### config.mk
export PLATFORM = sky130hd
export DESIGN_NAME = spi_controller
export DESIGN_NICKNAME = d
export VERILOG_FILES = /design/src/rtl/spi_controller.sv
export SDC_FILE = /design/constraint.sdc
export NUM_CORES = 1
export LEC_CHECK = 0
export ABC_AREA = 1
export ABC_CLOCK_PERIOD_IN_PS = 1800
export BUFFER_PORTS_ARGS = -buffer_cell sky130_fd_sc_hd__buf_2
export CAP_MARGIN = 20
export CORE_UTILIZATION = 25
export DETAILED_ROUTE_END_ITERATION = 8
export GPL_TIMING_DRIVEN = 0
export PLACE_DENSITY = 0.41
export SLEW_MARGIN = 30
export SYNTH_ARGS = -nofsm -noshare
export SYNTH_HDL_FRONTEND = slang
export SYNTH_SLANG_ARGS = --single-unit
### constraint.sdc
create_clock -name clk -period 1.8 [get_ports clk]
set_clock_uncertainty 0.1 [all_clocks]
set_input_delay 0.36 -clock clk [delete_from_list [all_inputs] [get_ports clk]]
set_output_delay 0.36 -clock clk [all_outputs]
set_load 0.05 [all_outputs]
### src/rtl/spi_controller.sv
// SPI initiator: turns a one-cycle start request into a single {wr, addr, data} register frame
// on spi_cs_n/spi_clk/spi_mosi, returning read data sampled from spi_miso.
module spi_controller #(
    parameter int ADDR_W  = 4,
    parameter int REG_W   = 8,
    parameter int CLK_DIV = 4
) (
    input  logic              clk,
    input  logic              rstb,
    input  logic              ena,
    input  logic [1:0]        mode,
    input  logic              start,
    input  logic              wr_rdn,
    input  logic [ADDR_W-1:0] addr,
    input  logic [REG_W-1:0]  wdata,
    output logic [REG_W-1:0]  rdata,
    output logic              busy,
    output logic              done,
    output logic              spi_cs_n,
    output logic              spi_clk,
    output logic              spi_mosi,
    input  logic              spi_miso
);

    localparam int FRAME_W = 8 + REG_W;
    localparam int CNT_W   = (CLK_DIV > 1) ? $clog2(CLK_DIV) : 1;
    localparam int BIT_W   = $clog2(FRAME_W + 1);
    localparam logic [CNT_W-1:0] CNT_LAST = CNT_W'(CLK_DIV - 1);
    localparam logic [BIT_W-1:0] BIT_LAST = BIT_W'(FRAME_W);

    typedef enum logic [2:0] {IDLE, SETUP, SHIFT, HOLD, GAP} state_e;

    state_e             state_q, state_d;
    logic [CNT_W-1:0]   cnt_q, cnt_d;
    logic [BIT_W-1:0]   bit_cnt_q, bit_cnt_d;
    logic               phase_q, phase_d;
    logic [FRAME_W-1:0] tx_q, tx_d;
    logic [REG_W-1:0]   rx_q, rx_d;
    logic               wr_q, wr_d;
    logic               cpol_q, cpol_d;
    logic               cpha_q, cpha_d;
    logic [REG_W-1:0]   rdata_q, rdata_d;
    logic               busy_q, busy_d;
    logic               done_q, done_d;
    logic               cs_n_q, cs_n_d;
    logic               sclk_q, sclk_d;
    logic               mosi_q, mosi_d;

    logic [REG_W-1:0]   data_field;
    logic [FRAME_W-1:0] frame;
    logic               half_end;
    logic               toggle;
    logic               sample;

    always_comb begin
        data_field = wr_rdn ? wdata : {REG_W{1'b0}};
        frame      = {wr_rdn, 7'(addr), data_field};
    end

    always_comb begin
        state_d   = state_q;
        cnt_d     = cnt_q;
        bit_cnt_d = bit_cnt_q;
        phase_d   = phase_q;
        tx_d      = tx_q;
        rx_d      = rx_q;
        wr_d      = wr_q;
        cpol_d    = cpol_q;
        cpha_d    = cpha_q;
        rdata_d   = rdata_q;
        busy_d    = busy_q;
        done_d    = 1'b0;
        cs_n_d    = cs_n_q;
        sclk_d    = sclk_q;
        mosi_d    = mosi_q;
        toggle    = 1'b0;
        sample    = 1'b0;
        half_end  = (cnt_q == CNT_LAST);

        if (state_q != IDLE) begin
            cnt_d = half_end ? '0 : cnt_q + CNT_W'(1);
        end

        case (state_q)
            IDLE: begin
                cnt_d  = '0;
                cs_n_d = 1'b1;
                sclk_d = cpol_q;
                // The done cycle itself counts as the mandatory idle cycle between frames.
                if (start && ena && !done_q) begin
                    state_d   = SETUP;
                    busy_d    = 1'b1;
                    cs_n_d    = 1'b0;
                    wr_d      = wr_rdn;
                    cpol_d    = mode[1];
                    cpha_d    = mode[0];
                    sclk_d    = mode[1];
                    bit_cnt_d = '0;
                    phase_d   = 1'b0;
                    rx_d      = '0;
                    tx_d      = mode[0] ? frame : (frame << 1);
                    mosi_d    = mode[0] ? mosi_q : frame[FRAME_W-1];
                end
            end
            SETUP: begin
                if (half_end) begin
                    state_d = SHIFT;
                    toggle  = 1'b1;
                end
            end
            SHIFT: begin
                if (half_end) begin
                    if (bit_cnt_q == BIT_LAST && !phase_q) begin
                        state_d = HOLD;
                    end else begin
                        toggle = 1'b1;
                    end
                end
            end
            HOLD: begin
                if (half_end) begin
                    state_d = GAP;
                    cs_n_d  = 1'b1;
                end
            end
            GAP: begin
                if (half_end) begin
                    state_d = IDLE;
                    busy_d  = 1'b0;
                    done_d  = 1'b1;
                    if (!wr_q) begin
                        rdata_d = rx_q;
                    end
                end
            end
            default: state_d = IDLE;
        endcase

        // phase_q low means the next toggle is a leading edge; CPHA picks which edge samples.
        if (toggle) begin
            sclk_d  = ~sclk_q;
            phase_d = ~phase_q;
            sample  = (~phase_q) ^ cpha_q;
            if (sample) begin
                rx_d      = REG_W'({rx_q, spi_miso});
                bit_cnt_d = bit_cnt_q + BIT_W'(1);
            end else if (bit_cnt_q != BIT_LAST) begin
                mosi_d = tx_q[FRAME_W-1];
                tx_d   = tx_q << 1;
            end
        end

        if (state_q != IDLE && !ena) begin
            state_d = IDLE;
            cnt_d   = '0;
            busy_d  = 1'b0;
            done_d  = 1'b0;
            cs_n_d  = 1'b1;
            sclk_d  = cpol_q;
            rdata_d = rdata_q;
        end
    end

    always_ff @(posedge clk or negedge rstb) begin
        if (!rstb) begin
            state_q   <= IDLE;
            cnt_q     <= '0;
            bit_cnt_q <= '0;
            phase_q   <= 1'b0;
            tx_q      <= '0;
            rx_q      <= '0;
            wr_q      <= 1'b0;
            cpol_q    <= 1'b0;
            cpha_q    <= 1'b0;
            rdata_q   <= '0;
            busy_q    <= 1'b0;
            done_q    <= 1'b0;
            cs_n_q    <= 1'b1;
            sclk_q    <= 1'b0;
            mosi_q    <= 1'b0;
        end else begin
            state_q   <= state_d;
            cnt_q     <= cnt_d;
            bit_cnt_q <= bit_cnt_d;
            phase_q   <= phase_d;
            tx_q      <= tx_d;
            rx_q      <= rx_d;
            wr_q      <= wr_d;
            cpol_q    <= cpol_d;
            cpha_q    <= cpha_d;
            rdata_q   <= rdata_d;
            busy_q    <= busy_d;
            done_q    <= done_d;
            cs_n_q    <= cs_n_d;
            sclk_q    <= sclk_d;
            mosi_q    <= mosi_d;
        end
    end

    assign rdata    = rdata_q;
    assign busy     = busy_q;
    assign done     = done_q;
    assign spi_cs_n = cs_n_q;
    assign spi_clk  = sclk_q;
    assign spi_mosi = mosi_q;

endmodule

==> reports/metrics.cfg, run 1 <==
[synth]
synth_cell_types=34
synthDominantCellAreaShare_pct=47.8
synthesis.area_per_instance_um2=8.18
yosys_register_bits=51
syn-cell-area_um2=2620
ys.warnings.count=0
post_synthesis_cell_count=320
leading_cell_types_by_total_area_after_synthesis=dfrtp_1 (48%), nand2_1 (12%), inv_1 (6.3%), nand3_1 (5.2%), o21ai_2 (4.7%)
synth_sequential_area_ratio_pct=48.8
synthesis.nets=343
synthDominantAreaCellType=dfrtp_1

[global_route]
grt_overflow_total=0
antenna_found_initial=0
grt.total_usage_pct=12.5
grt_pass1_vias=2194
pin_count_of_the_biggest_net_entering_global_routing=52
grt_first_pass_wirelength_um=11000

[finish]
fin_cells=501
area.growth.synth_to_final_pct=21.5
antenna_cells=0
fillCellCount=1085
nNetsFinal=390
share_of_final_layout_standard_cells_stronger_than_drive_strength_1_pct=26.4

[floorplanning]
top_level_ports=33
fp.dieW_um=104
dieArea_um2=10900
std_cell_rows=36
die_y_um=104
core_um2=9950
start_util_pct=26.3

[setup_path]
slowest_cell_on_the_critical_path=dfrtp_1
critical_path_required_ns=1.92
worst-path-max-fanout=10
timing_worst_setup_path_type=flip-flop to flip-flop
setup.worst_path.end_class=flip-flop
arrival_ns=1.80
worst-r2r-cell-count=7
worst_setup_path_startpoint=cnt_q[0]
reg2reg_slack_ns=0.12
timing.rr.end=rdata[7]
worst_path_largest_cell_delay_ns=0.41
cell_breakdown_of_the_critical_path=ha_4 -> inv_1 -> nor4_4 -> nand2_2 -> buf_4 -> nand2_1 -> o21ai_2
crit-reg2reg-launch=cnt_q[0]
startpoint_type=flip-flop

[timing]
timing.final.setup_violations=0
finalMaxSlewViolations=0
fin_crit_sh_pct=93.3
maxClockFrequency_mhz=596
timing_worst_slew_pin_value_ns=0.678
final.hold.worst_slack_ns=-0.0146
min_period_ns=1.68
finalWorstSetupSlack_ns=0.121
final_hold_viol_count=42
fin_setup_tns_ns=0
slew_headroom_pct=54.8
rsz0062_at_grt=yes

[place]
preCtsSetupSlack_ns=-0.0728
detailedPlacementHpwl_um=4420
number_of_buffers_inserted_by_port_buffering=31
gpl.final_weighted_congestion=0.797
placed_cells_incl_taps=484

[clocking]
clock_sinks=51
root_buffer=clkbuf_8
clock_latency_ns=0.31
cts-htree-levels=2
cts_buffer_depth=2
post_cts_clock_slew_at_the_launch_and_capture_registers_of_the_worst_setup_and_hold_paths_ns=0.11
cts_hold_buf=0
cts_tree=done
tritoncts.num_buffers=5

[drt]
detail_route.wl_per_cell_um=12.5
post_dr_vias_cell=4.39
drt_wl_total_um=6270
route.antenna.remaining_nets=0
dr_total_vias=2198
detail_route.iter0.violations=91
dr.pass1.iters=4
drc=0

[outcome]
run_status=complete, but fails checks
violated_checks=hold timing

[run]
cap_violations=0

[pwr]
post-layout-total-power_uw=3890
power.leakage_uw=0.00156
irDropWorstVdd_mv=0.472
powerDensity_nw_per_um2=1220

[hold_path]
holdCritPathClass=input pin to asynchronous set/reset pin

report_power, final:
part / internal (uW) / total, uW / switching (uW) / leakage (uW)
registers: 1440 / 1590 / 153 / 0.000678
clock network: 280 / 712 / 433 / 0.0000443
logic: 557 / 1590 / 1030 / 0.000836
total: 2270 / 3890 / 1610 / 0.00156
cell families (layout without fill, tap and decap cells):
group / after synthesis / after routing / synth area share, %
and+or+nand+nor: 135 / 135 / 23.0
AOI/OAI and AO/OA: 69 / 69 / 16.5
buffers and inverters: 60 / 108 / 9.65
DFF: 51 / 51 / 48.8
adders and majority gates: 3 / 3 / 1.43
xor gates and xnor gates: 2 / 2 / 0.669
per-stage QoR:
step	cell area (um2)	hold slack, ns	util [%]
after floorplan	2620	-0.0356	-
after global placement	2940	0.337	29.5
after detailed placement	2940	0.349	29.6
after CTS	3070	0.0101	30.8
after global routing	3180	0.0404	32.0
final	3180	-0.0146	32.0
layout by cell type, fill, tap and decap left out, types with 3 or more instances in the layout:
cell type  count
o21ai_0       17
nand2_2        5
buf_4         15
o22ai_1       15
inv_2          5
inv_1         42
nor2_1        11
o21ai_2       14
o21ai_1       11
dfrtp_1       49
nand3_2        3
clkbuf_8       5
nand3_1       26
a21oi_1        7
nand2_1       77
buf_2         31
per-layer routing:
metal	global-route usage (%)	vias to the layer above	routed length [um]
met2	19.6	26	2890
met4	3.06	0	45
met3	2.13	5	205
li1	-	1134	-
met5	0	-	0
met1	17.8	1033	3140
how the worst max path moves through the flow:
stage / to / cells after the start
finish: rdata[7] / 7
global route: rx_q[0] / 10
CTS: tx_q[13] / 12
detailed placement: bit_cnt_q[2] / 11
global placement: tx_q[13] / 12
floorplan: tx_q[10] / 7
registers in the layout, indices dropped and copies added (netlist names):
signal,cells
done,1
state_q,3
spi_mosi,1
tx_q,16
cpha_q,1
rx_q,8
spi_clk,1
wr_q,1
cpol_q,1
rdata,8
phase_q,1
cnt_q,2
bit_cnt_q,5
busy,1
spi_cs_n,1
what timing repair did:
item	CTS	global route
pin swaps	0	3
endpoints found under the setup margin	33	37
setup buffers	1	8
cloned	0	0
resized for setup	7	18
area by class of cell:
class	instances	area, um2	area share (%)
inverter	49	186	5.86
tap	133	166	5.23
clock buffer	5	68.8	2.16
sequential	51	1280	40.2
clock inverter	3	25.0	0.786
buffer	11	86.3	2.71
multi-input combinational	209	1150	36.0
timing repair buffer	40	225	7.08
worst max-delay path, delay by kind of cell, from the launching register on:
kind	cells	cell delay (ns)
adders and majority gates	1	0.19
and+or+nand+nor	3	0.54
DFF	1	0.41
buffers and inverters	2	0.30
AOI/OAI and AO/OA	1	0.05
synthesized netlist by cell type:
| master | number |
|---|---|
| inv_2 | 4 |
| a21oi_1 | 7 |
| o21ai_0 | 17 |
| a21oi_2 | 1 |
| nor3_2 | 1 |
| o211ai_1 | 1 |
| nand4_1 | 1 |
| nor2_1 | 12 |
| nand3_1 | 27 |
| xor2_1 | 1 |
| dfstp_2 | 1 |
| xnor2_1 | 1 |
| buf_4 | 2 |
| nand2_1 | 81 |
| buf_6 | 2 |
| dfrtp_1 | 50 |
| nor4_1 | 1 |
| nor3_1 | 2 |
| nand2_2 | 3 |
| buf_2 | 4 |
| a22o_1 | 1 |
| clkinv_1 | 1 |
| inv_1 | 44 |
| nor2_2 | 3 |
| a21boi_0 | 1 |
| o21ai_1 | 11 |
| ha_1 | 3 |
| o21ai_2 | 14 |
| o22ai_1 | 15 |
| nor4_4 | 1 |
| nand3_2 | 2 |
| a22oi_1 | 1 |
| or2_1 | 1 |
| clkbuf_1 | 3 |
Power figures use the tool's default switching activity.
==> inputs of run 2 (changes only) <==
--- a/config.mk
+++ b/config.mk
@@ -5,7 +5,6 @@
 export SDC_FILE = /design/constraint.sdc
 export NUM_CORES = 1
 export LEC_CHECK = 0
-export ABC_AREA = 1
 export ABC_CLOCK_PERIOD_IN_PS = 1800
 export BUFFER_PORTS_ARGS = -buffer_cell sky130_fd_sc_hd__buf_2
 export CAP_MARGIN = 20
@@ -17,3 +16,4 @@
 export SYNTH_ARGS = -nofsm -noshare
 export SYNTH_HDL_FRONTEND = slang
 export SYNTH_SLANG_ARGS = --single-unit
+export TNS_END_PERCENT = 20
==> reports/metrics.cfg, run 2 <==
[finish]
largest_register_ffs=16  ; unchanged
max_flop_register=tx_q
post-route-cell-area_um2=3440  ; +8.1%
fin_cells=448  ; -11%
antenna_cells=0  ; unchanged
nNetsFinal=337  ; -14%
final_common_cell=dfrtp_1
share_of_final_layout_standard_cells_stronger_than_drive_strength_1_pct=39.4  ; +13 points
area.growth.synth_to_final_pct=33.8
most-common-layout-cells=dfrtp_1 (49), nand2_1 (48), buf_2 (32)

[clocking]
tritoncts.num_buffers=5  ; unchanged
post_cts_clock_slew_at_the_launch_and_capture_registers_of_the_worst_setup_and_hold_paths_ns=0.11  ; about the same
cts_buffer_depth=2  ; unchanged
clock_latency_ns=0.31  ; about the same
root_buffer=clkbuf_8
cts-htree-levels=2  ; unchanged
cts_tree=done
clock_sinks=51  ; unchanged

[synth]
post_synthesis_cell_count=262  ; -18%
synth.cells.most_frequent=nand2_1 (54), dfrtp_1 (50), nor2_1 (18)
synthDominantCellAreaShare_pct=48.6  ; +0.86 points
synth_cell_types=48  ; +41%
synth-edff-count=0  ; unchanged
synthesis.area_per_instance_um2=9.82  ; +20%
yosys_register_bits=51  ; unchanged
top_flip_flop_cell_by_instance_count_after_synthesis=dfrtp_1
synthMostInstantiatedCell=nand2_1
synthDominantAreaCellType=dfrtp_1
synthesis.nets=285  ; -17%
leading_cell_types_by_total_area_after_synthesis=dfrtp_1 (49%), nand2_1 (7.9%), mux2_2 (6.6%), o21ai_0 (2.9%), a31oi_1 (2.7%)
synth_sequential_area_ratio_pct=49.7  ; +0.88 points
syn-cell-area_um2=2570  ; -1.8%
ys.warnings.count=0  ; unchanged
asyncSetResetFlopFracSynth_pct=100  ; unchanged

[timing]
final.hold.worst_slack_ns=-0.0127  ; +0.00196 ns
fin_crit_sh_pct=104  ; +10 points
timing_worst_slew_pin_value_ns=0.691  ; +0.0122 ns
final_hold_viol_count=22  ; -48%
timing.final.setup_violations=20  ; +20
finalWorstSetupSlack_ns=-0.0637  ; -0.185 ns
finalMaxSlewViolations=0  ; unchanged
min_period_ns=1.86  ; +0.185 ns
maxClockFrequency_mhz=537  ; -9.9%
slew_headroom_pct=54.0  ; -0.81 points
rsz0062_at_grt=yes

[drt]
detail_route.wl_per_cell_um=14.4  ; +15%
drc=0  ; unchanged
post_dr_vias_cell=4.64  ; +5.7%
detail_route.iter0.violations=54  ; -41%
dr_total_vias=2078  ; -5.5%
dr.pass1.iters=4  ; unchanged
route.antenna.remaining_nets=0  ; unchanged
drt_wl_total_um=6430  ; +2.5%

[floorplanning]
dieArea_um2=10700  ; -1.7%
std_cell_rows=36  ; unchanged
fp.dieW_um=103  ; -0.87%
top_level_ports=33  ; unchanged
die_y_um=103  ; -0.87%
start_util_pct=26.1  ; -0.23 points
core_um2=9860  ; -0.91%

[global_route]
grt_overflow_total=0  ; unchanged
grt_first_pass_wirelength_um=10100  ; -7.7%
pin_count_of_the_biggest_net_entering_global_routing=52  ; unchanged
antenna_found_initial=0  ; unchanged
grt.total_usage_pct=12.4  ; -0.18 points
grt_pass1_vias=1996  ; -9.0%

[setup_path]
setup.worst_path.end_class=flip-flop
reg2reg_slack_ns=-0.06  ; -0.19 ns
critical_path_required_ns=1.90  ; -0.02 ns
timing_worst_setup_path_type=flip-flop to flip-flop
arrival_ns=1.96  ; +0.16 ns
worst-r2r-cell-count=6  ; -1
startpoint_type=flip-flop
worst-path-max-fanout=5  ; -5

[outcome]
violated_checks=hold timing, setup timing
run_status=complete, but fails checks

[place]
gpl.final_weighted_congestion=0.736  ; -7.6%
placed_area_um2=2920  ; -0.94%
preCtsSetupSlack_ns=-0.570  ; -0.498 ns
number_of_buffers_inserted_by_port_buffering=32  ; +3.2%
detailedPlacementHpwl_um=4110  ; -7.1%
placed_cells_incl_taps=427  ; -12%

[hold_path]
holdCritPathClass=input pin to asynchronous set/reset pin

[pwr]
power.leakage_uw=0.00151  ; -3.4%
powerDensity_nw_per_um2=744  ; -39%
irDropWorstVdd_mv=0.348  ; -26%

[run]
cap_violations=0  ; unchanged

## run 2: cell count changes after synthesis, sizes merged, moves of 11 or more
cell	delta
o21ai	-27
inv	-43
mux2	+15
a31oi	+11
nand2	-30
nand3	-18
o22ai	-14
## run 2: logic make-up after synthesis
kind of cell             Yosys count  synth area share, %
AO/OA/AOI/OAI                     48                 12.5
XOR/XNOR                           4                 1.36
adder cells (fa/ha/maj)            3                 1.46
buffers and inverters             24                 5.40
flip-flops                        51                 49.7
multiplexers                      19                 8.12
AND/OR/NAND/NOR                  113                 21.5
## run 2: repair_timing
| item | in CTS | in global routing |
|---|---|---|
| gates cloned | 0 | 5 |
| gates resized for setup | 27 | 49 |
| pin swaps | 8 | 10 |
| endpoints found under the setup margin | 44 | 44 |
| setup buffers | 5 | 5 |
| hold buffers | 0 | 0 |
## run 2: power by group
part / switching [uW] / internal [uW]
clock network: 427 / 420
logic: 246 / 169
registers: 67.5 / 1230
## run 2: metal layers
metal / up-vias / share of wire (%) / GRT usage, %
met1: 1007 / 51 / 16.8
met2: 32 / 46 / 20.4
met5: - / 0 / 0
met4: 0 / 0.90 / 3.25
met3: 4 / 2.2 / 2.02
li1: 1035 / - / -
## run 2: path summary, 6_finish.rpt
path                              start       end
min in group clk               spi_miso   rx_q[0]
max in group asynchronous          rstb      done
setup / recovery           bit_cnt_q[0]  spi_mosi
hold / removal                     rstb   tx_q[5]
setup reg to reg           bit_cnt_q[0]  spi_mosi
hold reg to reg                tx_q[12]  tx_q[13]
## run 2: area by class of cell
class / count / area, um2
Timing Repair Buffer: 46 / 315
Inverter: 5 / 18.8
Multi-Input combinational cell: 188 / 1390
Sequential cell: 51 / 1280
Clock inverter: 3 / 46.3
Clock buffer: 5 / 68.8
Buffer: 17 / 158
Fill cell: 1008 / 6420
Tap cell: 133 / 166
## run 2: critical path, stage by stage (launching register included)
cell and delay, ns:
dfrtp_1 0.38, inv_2 0.06, ha_4 0.15, and4bb_4 0.23, or4_4 0.50, buf_8 0.17, o21a_1 0.16
## run 2: per-stage QoR
step / util (%) / power, uW / TNS [ns]
global placement: 29.5 / 1660 / -14.55
CTS: 32.3 / 2560 / -0.498
finish: 34.9 / 2560 / -0.520
global route: 34.9 / 2680 / -2.67
detailed placement: 29.6 / 1670 / -14.09
floorplan: - / 1540 / -0.563
